`src/rtl/sram_port_arbiter_if.sv`:
```
// sram_port_arbiter_if: two requester command/response ports plus SRAM pins.
// slave modport = arbiter side, master modport = requesters + SRAM side.
interface sram_port_arbiter_if #(
  parameter int AW = 12,
  parameter int DW = 32
);
  logic          req0_valid;
  logic          req0_write;
  logic [AW-1:0] req0_addr;
  logic [DW-1:0] req0_wdata;
  logic          req0_lock;
  logic          req0_ready;
  logic          req0_rvalid;
  logic [DW-1:0] req0_rdata;
  logic          req1_valid;
  logic          req1_write;
  logic [AW-1:0] req1_addr;
  logic [DW-1:0] req1_wdata;
  logic          req1_lock;
  logic          req1_ready;
  logic          req1_rvalid;
  logic [DW-1:0] req1_rdata;
  logic          sram_csn;
  logic          sram_wen;
  logic [AW-1:0] sram_a;
  logic [DW-1:0] sram_d;
  logic [DW-1:0] sram_q;
  modport slave (
    input  req0_valid, req0_write, req0_addr, req0_wdata, req0_lock,
    input  req1_valid, req1_write, req1_addr, req1_wdata, req1_lock,
    input  sram_q,
    output req0_ready, req0_rvalid, req0_rdata,
    output req1_ready, req1_rvalid, req1_rdata,
    output sram_csn, sram_wen, sram_a, sram_d
  );
  modport master (
    output req0_valid, req0_write, req0_addr, req0_wdata, req0_lock,
    output req1_valid, req1_write, req1_addr, req1_wdata, req1_lock,
    output sram_q,
    input  req0_ready, req0_rvalid, req0_rdata,
    input  req1_ready, req1_rvalid, req1_rdata,
    input  sram_csn, sram_wen, sram_a, sram_d
  );
endinterface

```
`src/rtl/sram_port_arbiter.sv`:
```
// sram_port_arbiter: round-robin arbiter sharing one single-port SRAM between two requesters.
// Ports: hclk/hreset (sync, active high); bus = requester 0/1 commands, ready, read
// responses, and the registered SRAM pins (csn/wen/a/d out, q in).
module sram_port_arbiter #(
  parameter int AW = 12,
  parameter int DW = 32,
  parameter int MAX_HOLD = 16
) (
  input  logic               hclk,
  input  logic               hreset,
  sram_port_arbiter_if.slave bus
);
  localparam logic [7:0] HOLD_MAX = 8'(MAX_HOLD);
  logic          w_v0, w_v1, w_any, w_sticky, w_gid;
  logic          w_write, w_lock;
  logic [AW-1:0] w_addr;
  logic [DW-1:0] w_wdata;
  logic          r_owner, r_locked;
  logic [7:0]    r_hold;
  logic          r_csn, r_wen;
  logic [AW-1:0] r_a;
  logic [DW-1:0] r_d;
  logic          r_rd, r_id, r_rv, r_rv_id;
  always_comb begin
    w_v0     = bus.req0_valid;
    w_v1     = bus.req1_valid;
    w_any    = w_v0 | w_v1;
    // owner keeps the port through a locked burst until it has used up its hold budget
    w_sticky = r_locked && (r_hold < HOLD_MAX);
    w_gid    = (w_v0 && w_v1) ? (w_sticky ? r_owner : !r_owner) : w_v1;
    w_write  = w_gid ? bus.req1_write : bus.req0_write;
    w_lock   = w_gid ? bus.req1_lock  : bus.req0_lock;
    w_addr   = w_gid ? bus.req1_addr  : bus.req0_addr;
    w_wdata  = w_gid ? bus.req1_wdata : bus.req0_wdata;
  end
  assign bus.req0_ready  = w_v0 && !w_gid;
  assign bus.req1_ready  = w_v1 && w_gid;
  assign bus.req0_rvalid = r_rv && !r_rv_id;
  assign bus.req1_rvalid = r_rv && r_rv_id;
  assign bus.req0_rdata  = bus.sram_q;
  assign bus.req1_rdata  = bus.sram_q;
  assign bus.sram_csn    = r_csn;
  assign bus.sram_wen    = r_wen;
  assign bus.sram_a      = r_a;
  assign bus.sram_d      = r_d;
  always_ff @(posedge hclk) begin
    if (hreset) begin
      r_owner  <= 1'b1;
      r_locked <= 1'b0;
      r_hold   <= 8'd0;
      r_csn    <= 1'b1;
      r_wen    <= 1'b1;
      r_a      <= '0;
      r_d      <= '0;
      r_rd     <= 1'b0;
      r_id     <= 1'b0;
      r_rv     <= 1'b0;
      r_rv_id  <= 1'b0;
    end else begin
      if (w_any) begin
        r_owner  <= w_gid;
        r_locked <= w_lock;
        r_hold   <= (w_gid != r_owner) ? 8'd1 : (r_hold < HOLD_MAX) ? r_hold + 8'd1 : r_hold;
        r_a      <= w_addr;
        r_d      <= w_wdata;
      end else begin
        r_locked <= 1'b0;
        r_hold   <= 8'd0;
      end
      r_csn   <= !w_any;
      r_wen   <= !(w_any && w_write);
      r_rd    <= w_any && !w_write;
      r_id    <= w_gid;
      // SRAM returns q one cycle after the read pins, so rvalid trails the SRAM stage by one
      r_rv    <= r_rd;
      r_rv_id <= r_id;
    end
  end
endmodule

```
`src/flat_wrapper.sv`:
```
// flat-port wrapper written by rule: the top's interface ports become plain ports
module sram_port_arbiter_flat 
#(
  parameter int AW = 12,
  parameter int DW = 32,
  parameter int MAX_HOLD = 16
)
  (hclk, hreset, bus_req0_valid, bus_req0_write, bus_req0_addr, bus_req0_wdata, bus_req0_lock, bus_req1_valid, bus_req1_write, bus_req1_addr, bus_req1_wdata, bus_req1_lock, bus_sram_q, bus_req0_ready, bus_req0_rvalid, bus_req0_rdata, bus_req1_ready, bus_req1_rvalid, bus_req1_rdata, bus_sram_csn, bus_sram_wen, bus_sram_a, bus_sram_d);
  sram_port_arbiter_if #(.AW(AW), .DW(DW)) bus_i ();
  input  logic hclk;
  input  logic hreset;
  input wire logic [$bits(bus_i.req0_valid)-1:0] bus_req0_valid;
  input wire logic [$bits(bus_i.req0_write)-1:0] bus_req0_write;
  input wire logic [$bits(bus_i.req0_addr)-1:0] bus_req0_addr;
  input wire logic [$bits(bus_i.req0_wdata)-1:0] bus_req0_wdata;
  input wire logic [$bits(bus_i.req0_lock)-1:0] bus_req0_lock;
  input wire logic [$bits(bus_i.req1_valid)-1:0] bus_req1_valid;
  input wire logic [$bits(bus_i.req1_write)-1:0] bus_req1_write;
  input wire logic [$bits(bus_i.req1_addr)-1:0] bus_req1_addr;
  input wire logic [$bits(bus_i.req1_wdata)-1:0] bus_req1_wdata;
  input wire logic [$bits(bus_i.req1_lock)-1:0] bus_req1_lock;
  input wire logic [$bits(bus_i.sram_q)-1:0] bus_sram_q;
  output wire logic [$bits(bus_i.req0_ready)-1:0] bus_req0_ready;
  output wire logic [$bits(bus_i.req0_rvalid)-1:0] bus_req0_rvalid;
  output wire logic [$bits(bus_i.req0_rdata)-1:0] bus_req0_rdata;
  output wire logic [$bits(bus_i.req1_ready)-1:0] bus_req1_ready;
  output wire logic [$bits(bus_i.req1_rvalid)-1:0] bus_req1_rvalid;
  output wire logic [$bits(bus_i.req1_rdata)-1:0] bus_req1_rdata;
  output wire logic [$bits(bus_i.sram_csn)-1:0] bus_sram_csn;
  output wire logic [$bits(bus_i.sram_wen)-1:0] bus_sram_wen;
  output wire logic [$bits(bus_i.sram_a)-1:0] bus_sram_a;
  output wire logic [$bits(bus_i.sram_d)-1:0] bus_sram_d;
  assign bus_i.req0_valid = bus_req0_valid;
  assign bus_i.req0_write = bus_req0_write;
  assign bus_i.req0_addr = bus_req0_addr;
  assign bus_i.req0_wdata = bus_req0_wdata;
  assign bus_i.req0_lock = bus_req0_lock;
  assign bus_i.req1_valid = bus_req1_valid;
  assign bus_i.req1_write = bus_req1_write;
  assign bus_i.req1_addr = bus_req1_addr;
  assign bus_i.req1_wdata = bus_req1_wdata;
  assign bus_i.req1_lock = bus_req1_lock;
  assign bus_i.sram_q = bus_sram_q;
  assign bus_req0_ready = bus_i.req0_ready;
  assign bus_req0_rvalid = bus_i.req0_rvalid;
  assign bus_req0_rdata = bus_i.req0_rdata;
  assign bus_req1_ready = bus_i.req1_ready;
  assign bus_req1_rvalid = bus_i.req1_rvalid;
  assign bus_req1_rdata = bus_i.req1_rdata;
  assign bus_sram_csn = bus_i.sram_csn;
  assign bus_sram_wen = bus_i.sram_wen;
  assign bus_sram_a = bus_i.sram_a;
  assign bus_sram_d = bus_i.sram_d;
  sram_port_arbiter #(.AW(AW), .DW(DW), .MAX_HOLD(MAX_HOLD)) u_core (.hclk(hclk), .hreset(hreset), .bus(bus_i));
endmodule
```
`config.mk`:
```
export PLATFORM = sky130hd
export DESIGN_NAME = sram_port_arbiter_flat
export DESIGN_NICKNAME = d
export VERILOG_FILES = /design/src/rtl/sram_port_arbiter_if.sv /design/src/rtl/sram_port_arbiter.sv /design/src/flat_wrapper.sv
export SDC_FILE = /design/constraint.sdc
export NUM_CORES = 1
export LEC_CHECK = 0
export ABC_AREA = 1
export CORE_MARGIN = 4
export CORE_UTILIZATION = 30
export CTS_CLUSTER_SIZE = 30
export DETAILED_ROUTE_END_ITERATION = 10
export GPL_ROUTABILITY_DRIVEN = 0
export PLACE_DENSITY = 0.73
export SLEW_MARGIN = 40
export SYNTH_ARGS = -nofsm -noshare
export SYNTH_HDL_FRONTEND = slang
export SYNTH_SLANG_ARGS = --single-unit
```
`constraint.sdc`:
```
create_clock -name hclk -period 1.5 [get_ports hclk]
set_input_delay 0.45 -clock hclk [delete_from_list [all_inputs] [get_ports hclk]]
set_output_delay 0.45 -clock hclk [all_outputs]
set_load 0.1 [all_outputs]
```
==> summary.md, run 1 <==
| Metric | Value |
|---|---|
| Fin cells | `781` |
| Share of cells above drive strength 1 | `0.205` |
| Status | `finished with violations` |
| Max Root-Sink Buffers | `2` |
| Final hold violation count | `0` |
| Crit-path cells | `nor2_4, nand3_2, nand2_4, nand2_4, nand2_8, nand2_8, nor2_4, buf_12` |
| CTS H-tree depth | `3` |
| Cell taking the most area after synthesis | `dfxtp_1` |
| DR iter-0 viols | `306` |
| Largest family of logic cells by synthesized area | `simple AND/OR/NAND/NOR gates` |
| Final Slew Violations | `0` |
| Area Overhead vs Synth | `67.4%` |
| Setup TNS Final | `-4.96 ns` |
| Crit path time final | `1.95 ns` |
| TritonCTS clock tree | `yes` |
| Fin area | `5930 um2` |
| DP HPWL | `7.84 mm` |
| DP Area | `5320 um2` |
| All-Layer GR Usage | `0.147` |
| Syn_nets | `658` |
| Tightest Pin Transition | `slightly above 0.4 ns` |
| Clk_skew | `0.00397 ns` |
| Worst hold path class | `flop to flop` |
| Crit path to | `bus_req0_ready` |
| Synthesized flop and latch total | `60` |
| Final Cycle Share | `1.30` |
| # IOs | `242` |
| Placed cell count | `753` |
| Die area | `between 10000 and 15000 um2` |
| Simple logic cell fraction of the synthesized area | `0.351` |
| # nets final | `762` |
| Reg-to-Reg Start | `u_core.r_hold[5]$_SDFFE_PP0N_` |
| CTS hold repair buffers | `0` |
| Final ANT Viol Nets | `0` |
| Clk_lat worst skew | `0.32 ns` |
| Largest fanout on the critical path | `4` |
| Number of synthesized flops with an enable pin | `0` |
| Pwr/cell area | `1120 nW/um2` |
| Max_slew headroom | `0.727` |
| Top FF cell, synth | `dfxtp_1` |
| Initial antenna violation count | `0` |
| Core area | `11500 um2` |
| Max-Cap Viols | `0` |
| Post-synth top area share | `0.339` |
| Die width | `117 um` |
| Adder-cell share of the synthesized area | `0.00353` |
| Critical-path top delay cell | `dfxtp_2` |
| Cells after synthesis | `529` |
| Yosys cell types | `25` |
| CP endpoint kind | `output pin` |
| Reg2Reg Setup Slack | `-0.13 ns` |
| Worst path required time | `1.05 ns` |
| Via Count | `between 3000 and 4000` |
| Top-count cell post-synth | `nand3_1` |
| Fmax | `0.513 GHz` |
| Routed len/inst | `13.9 um` |
| Vias per cell | `4.65` |
| Final Core Density | `0.517` |
| Synth cell count leaders | `nand3_1, inv_1, nand2_1` |
| Warnings, synthesis | `0` |
| Remaining DRCs | `0` |
| Synth area leaders | `dfxtp_1, nand3_1, buf_4` |
| Diode count | `0` |
| Initial core utilization | `0.309` |
| Worst setup margin | `-0.448 ns` |
| Mux cell area share after synthesis | `0` |
| CP max stage delay | `0.33 ns` |
| Vias in the first global route | `~3500` |
| Failing checks | `setup timing` |
| Worst Setup Start Kind | `flop` |
| Mean area per synthesized cell | `6.69 um2` |
| Crit path launch | `u_core.r_hold[5]$_SDFFE_PP0N_` |
| Inserted Clock Buffers | `9` |
| CTS clk-pin slew, worst paths | `0.05 ns` |
| Initial DRT Pass Iterations | `6` |
| Worst EP arrival | `1.50 ns` |
| Die height | `117 um` |
| Leak | `just under 3 nW` |
| First-pass GRT wire length | `16.0 mm` |
| Post-Synth XOR/XNOR Area | `0.00742` |
| Post-synthesis compound-gate area fraction | `0.00742` |
| Mapped Area | `3540 um2` |
| Post-synth ARST share | `0` |
| Reg2Reg Depth | `10` |
| Grt ovf | `0` |
| Post-synthesis sequential area ratio | `0.339` |
| Total clock sinks | `60` |
| Final setup vio count | `51` |
| Pin count of the biggest net entering global routing | `45` |
| Root Buffer | `clkbuf_16` |
| RSZ-0062 raised after global routing | `yes` |
| CP Class | `flop to output pin` |
| Levels on crit path | `8` |
| Worst R2R End | `u_core.bus.sram_a[9]$_SDFFE_PP0N_` |
| DRT Wirelength | `10.9 mm` |
| CP delay by family, top | `simple AND/OR/NAND/NOR gates` |
| Tot Pwr | `6.62 mW` |
| Buffers added on ports | `145` |
| Crit path buf inv count | `1` |
| FP Rows | `39` |
| Peak VDD IR | `0.514 mV` |
[metal layers]
metal	vias to the layer above	global-route usage	wire length, um	share of wire
met1	1647	0.166	4330	0.40
met3	23	0.0580	1050	0.096
li1	1764	-	-	-
met4	0	0.0528	243	0.022
met2	196	0.250	5270	0.48
met5	-	0	0	0
[layout make-up]
cell class | count | area [um2]
Clock buffer | 13 | 280
Clock inverter | 3 | 90.1
Fill cell | 1041 | 5540
Inverter | 104 | 390
Multi-Input combinational cell | 275 | 1400
Sequential cell | 60 | 1210
Tap cell | 143 | 179
Timing Repair Buffer | 183 | 2380
[how the worst min path moves through the flow]
stage	startpoint	to	cells past startpoint
3_5_place_dp	u_core.r_id$_SDFF_PP0_	u_core.r_rv_id$_SDFF_PP0_	2
3_3_place_gp	u_core.r_rd$_SDFF_PP0_	u_core.r_rv$_SDFF_PP0_	2
2_1_floorplan	u_core.r_rd$_SDFF_PP0_	u_core.r_rv$_SDFF_PP0_	2
5_1_grt	u_core.r_id$_SDFF_PP0_	u_core.r_rv_id$_SDFF_PP0_	2
4_1_cts	u_core.r_id$_SDFF_PP0_	u_core.r_rv_id$_SDFF_PP0_	2
6_report	u_core.r_id$_SDFF_PP0_	u_core.r_rv_id$_SDFF_PP0_	2
[repair_timing]
item | in CTS | in global routing
pin swaps | 5 | 23
gates resized for setup | 3 | 13
endpoints found under the setup margin | 58 | 54
buffers inserted | 1 | 7
gates cloned | 0 | 4
[worst reg2reg max path, stage by stage, from the launching register on]
cell and delay (ns):
dfxtp_2 0.33, nor2_4 0.14, buf_4 0.13, nand4_4 0.10
buf_4 0.16, nand3_4 0.14, buf_12 0.13, clkbuf_16 0.14
nand3_1 0.06, nand3_1 0.10, nand2_1 0.06
[state kept, by name, summed over array words and instances (netlist names)]
register / count
u_core.bus.sram_d: 32
u_core.bus.sram_a: 12
u_core.r_hold: 8
u_core.bus.sram_csn: 1
u_core.bus.sram_wen: 1
u_core.r_id: 1
u_core.r_locked: 1
u_core.r_owner: 1
u_core.r_rd: 1
u_core.r_rv: 1
u_core.r_rv_id: 1
[through the flow]
step / setup WS, ns / hold WS [ns]
CTS: -0.453 / 0.409
finish: -0.448 / 0.398
global route: -0.514 / 0.423
detailed placement: -0.643 / 0.401
global placement: -0.602 / 0.396
floorplan: -0.508 / 0.388
[power by group]
group          internal, mW  leakage, nW  switching, mW
clock                  1.80        0.182          0.705
sequential             1.72        0.499          0.132
combinational         0.943         2.26           1.31
[cell families after synthesis]
group,Yosys count
AOI/OAI and AO/OA,4
buffers and inverters,194
and+or+nand+nor,267
DFF,60
xor gates and xnor gates,3
adders and majority gates,1
[cell usage in the layout, fill, tap and decap left out, types with 5 or more instances in the layout]
cell type,n
clkbuf_16,13
nor2_4,5
clkdlybuf4s50_1,93
buf_12,55
nand3_1,131
nor2_1,11
buf_4,25
inv_1,103
nand2_1,103
dfxtp_1,56
(Power assumes the default switching activity.)
==> inputs of run 2 (changes only) <==
--- a/config.mk
+++ b/config.mk
@@ -8,6 +8,7 @@
 export ABC_AREA = 1
 export CORE_MARGIN = 4
 export CORE_UTILIZATION = 30
+export CTS_CLUSTER_DIAMETER = 120
 export CTS_CLUSTER_SIZE = 30
 export DETAILED_ROUTE_END_ITERATION = 10
 export GPL_ROUTABILITY_DRIVEN = 0
==> constraint.sdc (replaced) <==
create_clock -name hclk -period 1.5 [get_ports hclk]
set_input_delay 0.225 -clock hclk [delete_from_list [all_inputs] [get_ports hclk]]
set_output_delay 0.225 -clock hclk [all_outputs]
set_load 0.1 [all_outputs]
==> summary.md, run 2 (synthesized netlist as in run 1, its figures left out) <==
| Metric | Value |
|---|---|
| Worst Setup Start Kind | `flop` |
| CTS hold repair buffers | `0` |
| Largest register FFs | `32` |
| DR iter-0 viols | `185` |
| TritonCTS clock tree | `yes` |
| Worst setup margin | `-0.211 ns` |
| Total clock sinks | `60` |
| Routed len/inst | `14.0 um` |
| Diode count | `0` |
| Tightest Pin Transition | `0.301 ns` |
| Fin cells | `~800` |
| Clk_skew | `0.00600 ns` |
| # IOs | `between 200 and 250` |
| WHS Path Cells | `2` |
| Root Buffer | `clkbuf_16` |
| First-pass GRT wire length | `roughly 16 mm` |
| Initial antenna violation count | `0` |
| CP endpoint kind | `output pin` |
| # nets final | `763` |
| Remaining DRCs | `0` |
| Area Overhead vs Synth | `71.7%` |
| Most common cell after layout, fill and taps aside | `inv_1` |
| Critical-path top delay cell | `dfxtp_2` |
| CTS clk-pin slew, worst paths | `roughly 0.050 ns` |
| FP Rows | `39` |
| CP Class | `flop to output pin` |
| Crit path time final | `1.71 ns` |
| Crit-path cells | `nor2_4, nand3_2, nand2_2, nand2_2, nand2_4, nand2_8, nor2_4, buf_12` |
| RSZ-0062 raised after global routing | `yes` |
| Worst path required time | `1.27 ns` |
| Die width | `roughly 120 um` |
| Levels on crit path | `8` |
| Grt ovf | `0` |
| All-Layer GR Usage | `0.149` |
| Final Slew Violations | `0` |
| Status | `finished with violations` |
| CP delay by family, top | `simple AND/OR/NAND/NOR gates` |
| Leak | `2.98 nW` |
| Final hold violation count | `0` |
| CP max stage delay | `between 0.3 and 0.4 ns` |
| Max-Cap Viols | `0` |
| Worst hold path class | `flop to flop` |
| Fillers | `1021` |
| DP HPWL | `7.37 mm` |
| Peak VDD IR | `between 0.4 and 0.5 mV` |
| Pwr/cell area | `1020 nW/um2` |
| Die height | `117 um` |
| Largest fanout on the critical path | `4` |
| Inserted Clock Buffers | `9` |
| Initial DRT Pass Iterations | `4` |
| Tot Pwr | `6.19 mW` |
| DRT Wirelength | `roughly 11 mm` |
| Final ANT Viol Nets | `0` |
| Max Root-Sink Buffers | `2` |
| Crit path buf inv count | `1` |
| Pin count of the biggest net entering global routing | `28` |
| Clk_lat worst skew | `between 0.3 and 0.4 ns` |
| Core area | `11500 um2` |
| Initial core utilization | `0.309` |
| Worst EP arrival | `1.49 ns` |
| Fmax | `0.584 GHz` |
| Die area | `13600 um2` |
| Via Count | `3553` |
| Placed cell count | `750` |
| Most frequent cells in the layout | `inv_1, nand3_1, nand2_1` |
| Vias per cell | `4.54` |
| Vias in the first global route | `3333` |
| Failing checks | `setup timing` |
| Final Cycle Share | `1.14` |
| Buffers added on ports | `145` |
| CTS H-tree depth | `3` |
| Final setup vio count | `51` |
| Share of cells above drive strength 1 | `0.261` |
| Max_slew headroom | `0.799` |
| Reg2Reg Depth | `12` |
[run 2: cell types whose count changed in the layout (fill, tap and decap cells not counted), sizes merged]
cell,before,now
clkdlybuf4s50,93,94
dlygate4sd2,1,0
clkinv,0,3
clkbuf,17,14
clkinvlp,0,3
bufinv,3,1
[run 2: worst paths after layout]
| kind | start | endpoint | slack (ns) |
|---|---|---|---|
| worst min-delay path | u_core.r_rd$_SDFF_PP0_ | u_core.r_rv$_SDFF_PP0_ | 0.40 |
| worst max register to register | u_core.r_hold[4]$_SDFFE_PP0N_ | u_core.bus.sram_a[0]$_SDFFE_PP0N_ | -0.11 |
| worst min register to register | u_core.r_rd$_SDFF_PP0_ | u_core.r_rv$_SDFF_PP0_ | 0.40 |
| worst max-delay path | u_core.r_hold[4]$_SDFFE_PP0N_ | bus_req0_ready | -0.21 |
[run 2: repair_timing]
| item | in CTS | in global routing |
|---|---|---|
| setup buffers | 8 | 5 |
| pin swaps | 9 | 42 |
| hold endpoints to repair | 0 | 0 |
| setup endpoints to repair | 3 | 56 |
| resized for setup | 8 | 50 |
| gates cloned | 0 | 6 |
[run 2: cell type report]
type,count,area (um2),area share
clock buffer,9,225,0.0370
inverter,104,390,0.0642
sequential,60,1210,0.198
timing repair buffer,184,2470,0.406
multi-input combinational,275,1540,0.254
clock inverter,7,67.6,0.0111
tap,143,179,0.0294
[run 2: metrics by stage]
step	TNS, ns	util	cell area (um2)	setup WS [ns]	hold slack, ns
2_1_floorplan	-0.321	-	3560	-0.321	0.296
3_3_place_gp	-3.76	0.464	5320	-0.127	0.392
3_5_place_dp	-5.55	0.464	5320	-0.176	0.393
4_1_cts	-1.86	0.497	5700	-0.241	0.400
5_1_grt	-9.60	0.530	6080	-0.306	0.419
6_report	-4.04	0.530	6080	-0.211	0.399
[run 2: where the power goes]
part	switching, mW	total, mW	leakage, nW	internal [mW]
clock	0.732	2.01	0.137	1.27
combinational	1.35	2.33	2.35	0.983
sequential	0.125	1.85	0.499	1.72
total	2.21	6.19	2.98	3.98
[run 2: worst min-delay path, cell delays in order, from the launching register on]
cell and delay (ns):
dfxtp_1 0.29, inv_1 0.04, nor2_1 0.03
[run 2: per-layer routing]
layer / wire length (um) / vias to the layer above / share of wire / GRT usage
li1: - / 1768 / - / -
met1: 4500 / 1593 / 0.41 / 0.177
met2: 5080 / 172 / 0.46 / 0.248
met3: 1170 / 20 / 0.11 / 0.0632
met4: 190 / 0 / 0.017 / 0.0413
met5: 0 / - / 0 / 0
